$ cat src/rtl/dec_pkg.sv
// Shared types and constants for the decimal up-counting stopwatch.
package dec_pkg;
  typedef logic [3:0] bcd_t;

  typedef enum logic [1:0] {
    IDLE  = 2'd0,
    RUN   = 2'd1,
    PAUSE = 2'd2,
    DONE  = 2'd3
  } state_e;

  localparam int HUND_MAX = 99;
  localparam int SEC_MAX  = 59;
  localparam int MIN_MAX  = 59;

  // Two-digit BCD encoding of a small integer (tens in the high nibble).
  function automatic logic [7:0] to_bcd2(input int v);
    return {4'(v / 10), 4'(v % 10)};
  endfunction
endpackage

$ cat src/rtl/bcd_mod_pair.sv
// Two-digit BCD counter that wraps to 00 after MAX; carry_out marks the wrap.
module bcd_mod_pair
  import dec_pkg::*;
#(
  parameter int MAX = 99
) (
  input  logic       clk,
  input  logic       rst,
  input  logic       inc_in,
  input  logic       clr,
  output bcd_t [1:0] cnt,
  output logic       carry_out
);
  localparam logic [7:0] MAX_BCD = to_bcd2(MAX);

  bcd_t [1:0] cnt_q, cnt_d;
  logic       at_max;

  assign at_max    = (cnt_q == MAX_BCD);
  assign carry_out = inc_in && at_max;
  assign cnt       = cnt_q;

  always_comb begin
    cnt_d = cnt_q;
    if (clr) begin
      cnt_d = '0;
    end else if (inc_in) begin
      if (at_max) begin
        cnt_d = '0;
      end else if (cnt_q[0] >= 4'd9) begin
        cnt_d[0] = 4'd0;
        cnt_d[1] = cnt_q[1] + 4'd1;
      end else begin
        cnt_d[0] = cnt_q[0] + 4'd1;
      end
    end
  end

  always_ff @(posedge clk or negedge rst) begin
    if (!rst) cnt_q <= '0;
    else      cnt_q <= cnt_d;
  end
endmodule

$ cat src/rtl/dec_up_stopwatch.sv
// MM:SS.hh stopwatch: run/pause FSM, hundredth-second prescaler, lap freeze.
module dec_up_stopwatch
  import dec_pkg::*;
#(
  parameter int TICK_DIV = 500000
) (
  input  logic       clk,
  input  logic       rst,
  input  logic       start_stop,
  input  logic       clear,
  input  logic       lap,
  output bcd_t [5:0] out,
  output logic       running,
  output logic       done,
  output logic       held
);
  localparam int            PW        = 24;
  localparam logic [PW-1:0] PRESC_MAX = PW'(TICK_DIV - 1);
  // Count value one tick before the terminal 59:59.99.
  localparam logic [23:0]   LAST_M1   = {to_bcd2(MIN_MAX), to_bcd2(SEC_MAX), to_bcd2(HUND_MAX - 1)};

  state_e        state_q, state_d;
  logic [PW-1:0] presc_q, presc_d;
  logic          held_q, held_d;
  bcd_t [5:0]    lap_q, lap_d;
  bcd_t [5:0]    cnt;

  logic clr_eff, ss_eff, lap_eff, tick, last_tick;
  logic hund_carry, sec_carry, min_wrap;

  // clear beats start_stop beats lap
  assign clr_eff   = clear && (state_q != RUN);
  assign ss_eff    = start_stop && !clr_eff && (state_q != DONE);
  assign lap_eff   = lap && !ss_eff && (state_q == RUN);
  assign tick      = (state_q == RUN) && (presc_q == PRESC_MAX);
  assign last_tick = (tick && (cnt == LAST_M1)) || min_wrap;

  bcd_mod_pair #(.MAX(HUND_MAX)) u_hund (
    .clk(clk), .rst(rst), .inc_in(tick), .clr(clr_eff),
    .cnt(cnt[1:0]), .carry_out(hund_carry)
  );
  bcd_mod_pair #(.MAX(SEC_MAX)) u_sec (
    .clk(clk), .rst(rst), .inc_in(hund_carry), .clr(clr_eff),
    .cnt(cnt[3:2]), .carry_out(sec_carry)
  );
  bcd_mod_pair #(.MAX(MIN_MAX)) u_min (
    .clk(clk), .rst(rst), .inc_in(sec_carry), .clr(clr_eff),
    .cnt(cnt[5:4]), .carry_out(min_wrap)
  );

  always_ff @(posedge clk or negedge rst) begin
    if (!rst) state_q <= IDLE;
    else      state_q <= state_d;
  end

  always_comb begin
    state_d = state_q;
    case (state_q)
      IDLE:    if (ss_eff) state_d = RUN;
      RUN:     if (last_tick) state_d = DONE;
               else if (ss_eff) state_d = PAUSE;
      PAUSE:   if (clr_eff) state_d = IDLE;
               else if (ss_eff) state_d = RUN;
      DONE:    if (clr_eff) state_d = IDLE;
      default: state_d = IDLE;
    endcase
  end

  always_comb begin
    running = (state_q == RUN);
    done    = (state_q == DONE);
    held    = held_q;
    out     = held_q ? lap_q : cnt;
  end

  always_comb begin
    presc_d = presc_q;
    held_d  = held_q;
    lap_d   = lap_q;
    if (clr_eff) begin
      presc_d = '0;
      held_d  = 1'b0;
    end else begin
      if (state_q == RUN) presc_d = tick ? '0 : presc_q + PW'(1);
      if (last_tick) begin
        held_d = 1'b0;
      end else if (lap_eff) begin
        held_d = !held_q;
        if (!held_q) lap_d = cnt;
      end
    end
  end

  always_ff @(posedge clk or negedge rst) begin
    if (!rst) begin
      presc_q <= '0;
      held_q  <= 1'b0;
      lap_q   <= '0;
    end else begin
      presc_q <= presc_d;
      held_q  <= held_d;
      lap_q   <= lap_d;
    end
  end
endmodule

$ cat config.mk
export PLATFORM = sky130hd
export DESIGN_NAME = dec_up_stopwatch
export DESIGN_NICKNAME = d
export VERILOG_FILES = /design/src/rtl/dec_pkg.sv /design/src/rtl/bcd_mod_pair.sv /design/src/rtl/dec_up_stopwatch.sv
export SDC_FILE = /design/constraint.sdc
export NUM_CORES = 1
export LEC_CHECK = 0
export BUFFER_PORTS_ARGS = -buffer_cell sky130_fd_sc_hd__buf_2
export CORE_MARGIN = 4
export CORE_UTILIZATION = 55
export DETAILED_ROUTE_END_ITERATION = 8
export PLACE_DENSITY = 0.76
export SKIP_LAST_GASP = 1
export SYNTH_ARGS = -nofsm -noshare
export SYNTH_HDL_FRONTEND = slang
export SYNTH_HIERARCHICAL = 1
export SYNTH_SLANG_ARGS = --single-unit
$ cat constraint.sdc
create_clock -name clk -period 2.9 [get_ports clk]
set_input_delay 0.29 -clock clk [delete_from_list [all_inputs] [get_ports clk]]
set_output_delay 0.29 -clock clk [all_outputs]
set_load 0.01 [all_outputs]
==> reports/qor.json <==
{
  "outcome": "complete, no violations",
  "synth.cell_area_sq_mm": 0.00467,
  "final_net_count": 508,
  "number_of_remaining_drc_errors": 0,
  "power.switching_fraction": 0.391,
  "cts_inserted_buffers": 9,
  "peak_clock_frequency_supported_by_timing_mhz": 361,
  "num_io_pins": 32,
  "detail_route.vias_per_cell": 6.16,
  "layout.filler_cells": 668,
  "num_antenna_cells": 0,
  "netSwitchingPower_mw": 1.66,
  "slew_headroom": 0.259,
  "area.growth.synth_to_final_pct": 11.0,
  "most_common_cell_after_layout_fill_and_taps_aside": "sky130_fd_sc_hd__dfrtp_1",
  "number_of_clock_sinks_seen_by_cts": 75,
  "worst-slew-pin-transition_ps": 1110,
  "chipHeight_um": 100,
  "ys.flop_type": "sky130_fd_sc_hd__dfrtp_1",
  "final-hold-violation-count": 0,
  "min-delay-path-class": "in2async",
  "crit_path_max_fanout": 11,
  "finalNonFillerCells": 597,
  "clkTransAtPathRegs_ps": 80,
  "number_of_setup_violations_in_the_final_report": 0,
  "timing.critical_path.arrival_ps": 3010,
  "floorplan.die.width_um": 100,
  "gp_routability_congestion": 0.807,
  "post_synth_inst_count": 445,
  "final.setup_skew_ps": 8.34,
  "avgSynthCellArea_sq_um": 10.5,
  "drt-initial-drc-count": 175,
  "dpl.cell_count": 581,
  "antenna_found_initial": 0,
  "slew_violations": 0,
  "max-vdd-ir-drop_uv": 547,
  "maxCapViolCount": 0,
  "grt_setup_unrepaired": "false",
  "grt_pass1_vias": 3641,
  "floorplan.initialDensity": 0.568,
  "ctsLongestPathBuffers": 2,
  "drt-pass1-iter-count": 5,
  "floorplan.rows": 33,
  "combinationalPowerShare": 0.432,
  "yosys_register_bits": 75,
  "mostFrequentLayoutCells": "sky130_fd_sc_hd__dfrtp_1 (75), sky130_fd_sc_hd__buf_2 (30), sky130_fd_sc_hd__mux2_2 (28), sky130_fd_sc_hd__inv_1 (25), sky130_fd_sc_hd__a21oi_1 (25)",
  "global_route.overflow_total": 0,
  "final.period_utilization": 0.956,
  "final.setup.tns_ps": 0,
  "cp_slowest_stage_delay_ps": 570,
  "combinational_family_with_the_most_area_after_synthesis": "simple AND/OR/NAND/NOR gates",
  "synth_fa_ha_area_frac": 0.0429,
  "synth_simple_gate_area_share": 0.207,
  "core_area_sq_mm": 0.00822,
  "p_per_area_mw_per_mm2": 819,
  "share_clk_of_total_power": 0.183,
  "setup.worst_path.start_class": "register",
  "synth-edff-count": 0,
  "portBuffers": 31,
  "finalWirelength_um": 10600,
  "cts_root_buffer": "sky130_fd_sc_hd__clkbuf_8",
  "cts.repair_timing.setup_buffer_count": 0,
  "grt_use_total": 0.217,
  "antenna_left": 0,
  "async_flop_share": 1.00,
  "wl_per_cell_um": 17.7,
  "crit_type": "reg2reg",
  "grt_max_degree": 76,
  "sequential_cell_area_sq_mm": 0.00188,
  "seq_power_share": 0.385,
  "path_cells": "or4_4, nor4b_4, and2_4, and4_2, and4_4, a311o_2, buf_4, mux2_4",
  "synth-compound-area-share": 0.150,
  "post_synth_mux_area_share": 0.146,
  "crit_path_top_delay_cell": "sky130_fd_sc_hd__or4_4",
  "critical_path_required_ps": 3130,
  "tritoncts": "yes",
  "drive_above_1_share": 0.285,
  "synth_xor_area_frac": 0.00188,
  "num_vias": 3678,
  "die_area_sq_mm": 0.0100,
  "clock_tree.htree_level_count": 3,
  "synth_sequential_area_ratio": 0.402,
  "syn_nets": 466,
  "p_int_mw": 2.58,
  "cellLeakagePower_nw": 2.40,
  "global_route_wire_length_before_repair_um": 17700,
  "latest_clock_arrival_within_the_worst_skew_pair_ps": 350,
  "end_kind": "register",
  "synth_warnings": 6,
  "ys_types": 64,
  "min_period_ps": 2770,
  "multi_input_area_sq_mm": 0.00256,
  "dp.final_hpwl_um": 7390
}
## path summary, 6_finish.rpt
path | startpoint | endpoint | slack, ps | cells past startpoint
max | presc_q[21]$_DFFE_PN0P_ | lap_q[4]$_DFFE_PN0P_ | 130 | 8
min | rst | u_hund/cnt[4]$_DFFE_PN0P_ | 60 | 1
max reg2reg | presc_q[21]$_DFFE_PN0P_ | lap_q[4]$_DFFE_PN0P_ | 130 | 8
min reg2reg | lap_q[22]$_DFFE_PN0P_ | lap_q[22]$_DFFE_PN0P_ | 510 | 1
max in group asynchronous | rst | u_hund/cnt[7]$_DFFE_PN0P_ | 2160 | 1
min in group clk | clear | state_q[0]$_DFFE_PN0P_ | 270 | 4
## stage by stage
stage,instance area (sq um),setup WS [ps],util,power [mW],hold slack [ps]
after floorplan,4680,9.38,-,2.92,-5.59
after global placement,4990,173,0.607,3.38,483
after detailed placement,4990,103,0.607,3.46,489
after CTS,5180,99.2,0.630,4.25,131
after global routing,5180,14.2,0.630,4.51,156
final,5180,128,0.630,4.24,57.9
## registers in the layout, indices dropped and copies added (netlist names)
signal and cells:
presc_q 24, state_q 2, u_hund/cnt 8, u_min/cnt 8
held 1, lap_q 24, u_sec/cnt 8
## metal layers
layer / vias up / track usage / wire length [um]
met5: - / 0 / 0
met4: 0 / 0.0642 / 145
met3: 16 / 0.0375 / 416
met2: 80 / 0.359 / 5240
met1: 1837 / 0.294 / 4780
li1: 1745 / - / -
## layout make-up
type,count,area share
Sequential cell,75,0.362
Inverter,26,0.0193
Clock inverter,5,0.0104
Timing Repair Buffer,53,0.0630
Multi-Input combinational cell,322,0.494
Tap cell,105,0.0254
Clock buffer,11,0.0254
## power by group through the flow
stage / Combinational, mW / Sequential [mW] / Clock [mW]
6_report: 1.83 / 1.63 / 0.775
5_1_grt: 2.00 / 1.68 / 0.835
4_1_cts: 1.83 / 1.63 / 0.794
3_5_place_dp: 1.81 / 1.64 / 0
3_3_place_gp: 1.75 / 1.63 / 0
2_1_floorplan: 1.42 / 1.50 / 0
## cell families (layout without fill, tap and decap cells)
logic type | count (synthesis) | in the layout
AO/OA/AOI/OAI | 102 | 102
multiplexers | 54 | 54
adder cells (fa/ha/maj) | 16 | 16
XOR/XNOR | 1 | 1
flip-flops | 75 | 75
buffers and inverters | 48 | 95
AND/OR/NAND/NOR | 149 | 149
## synthesized netlist by cell type, types with 3 or more instances
cell                       number  share of area
sky130_fd_sc_hd__dfrtp_1       75           0.40
sky130_fd_sc_hd__mux2_2        28          0.068
sky130_fd_sc_hd__a21oi_1       25          0.027
sky130_fd_sc_hd__inv_1         25          0.020
sky130_fd_sc_hd__o21ai_0       24          0.026
sky130_fd_sc_hd__nand2_1       23          0.018
sky130_fd_sc_hd__nand3_1       22          0.024
sky130_fd_sc_hd__mux2_4        21          0.068
sky130_fd_sc_hd__ha_1          16          0.043
sky130_fd_sc_hd__a21o_1        13          0.021
sky130_fd_sc_hd__nor2_1        13          0.010
sky130_fd_sc_hd__nand2b_1      10          0.013
sky130_fd_sc_hd__nand4_1       10          0.013
sky130_fd_sc_hd__nor4_1         8          0.011
sky130_fd_sc_hd__buf_2          7         0.0075
sky130_fd_sc_hd__clkbuf_1       7         0.0056
sky130_fd_sc_hd__nor3b_1        7          0.011
sky130_fd_sc_hd__or3_1          7         0.0094
sky130_fd_sc_hd__a31oi_1        5         0.0067
sky130_fd_sc_hd__and2_1         5         0.0067
sky130_fd_sc_hd__and4_1         5         0.0094
sky130_fd_sc_hd__mux2i_1        5          0.011
sky130_fd_sc_hd__nor4bb_1       5          0.011
sky130_fd_sc_hd__o211ai_1       5         0.0080
sky130_fd_sc_hd__nor2b_1        4         0.0054
sky130_fd_sc_hd__nor3_1         4         0.0043
sky130_fd_sc_hd__o31ai_1        4         0.0064
sky130_fd_sc_hd__a311o_1        3         0.0064
sky130_fd_sc_hd__and3_1         3         0.0040
sky130_fd_sc_hd__nor4b_1        3         0.0056
sky130_fd_sc_hd__o22ai_1        3         0.0040
sky130_fd_sc_hd__o41ai_2        3          0.010
sky130_fd_sc_hd__or2_2          3         0.0040
sky130_fd_sc_hd__or4_1          3         0.0048
## what timing repair did
item	in CTS	in global routing
resized for setup	0	1
hold buffers	0	0
setup endpoints to repair	0	4
## worst max-delay path, delay by kind of cell, from the launching register on
family / cells / cell delay [ps]
buf+inv: 1 / 250
compound gates: 1 / 130
simple gates: 5 / 1530
flops: 1 / 410
mux: 1 / 330
Note: power is estimated with default switching activity, not from simulation.
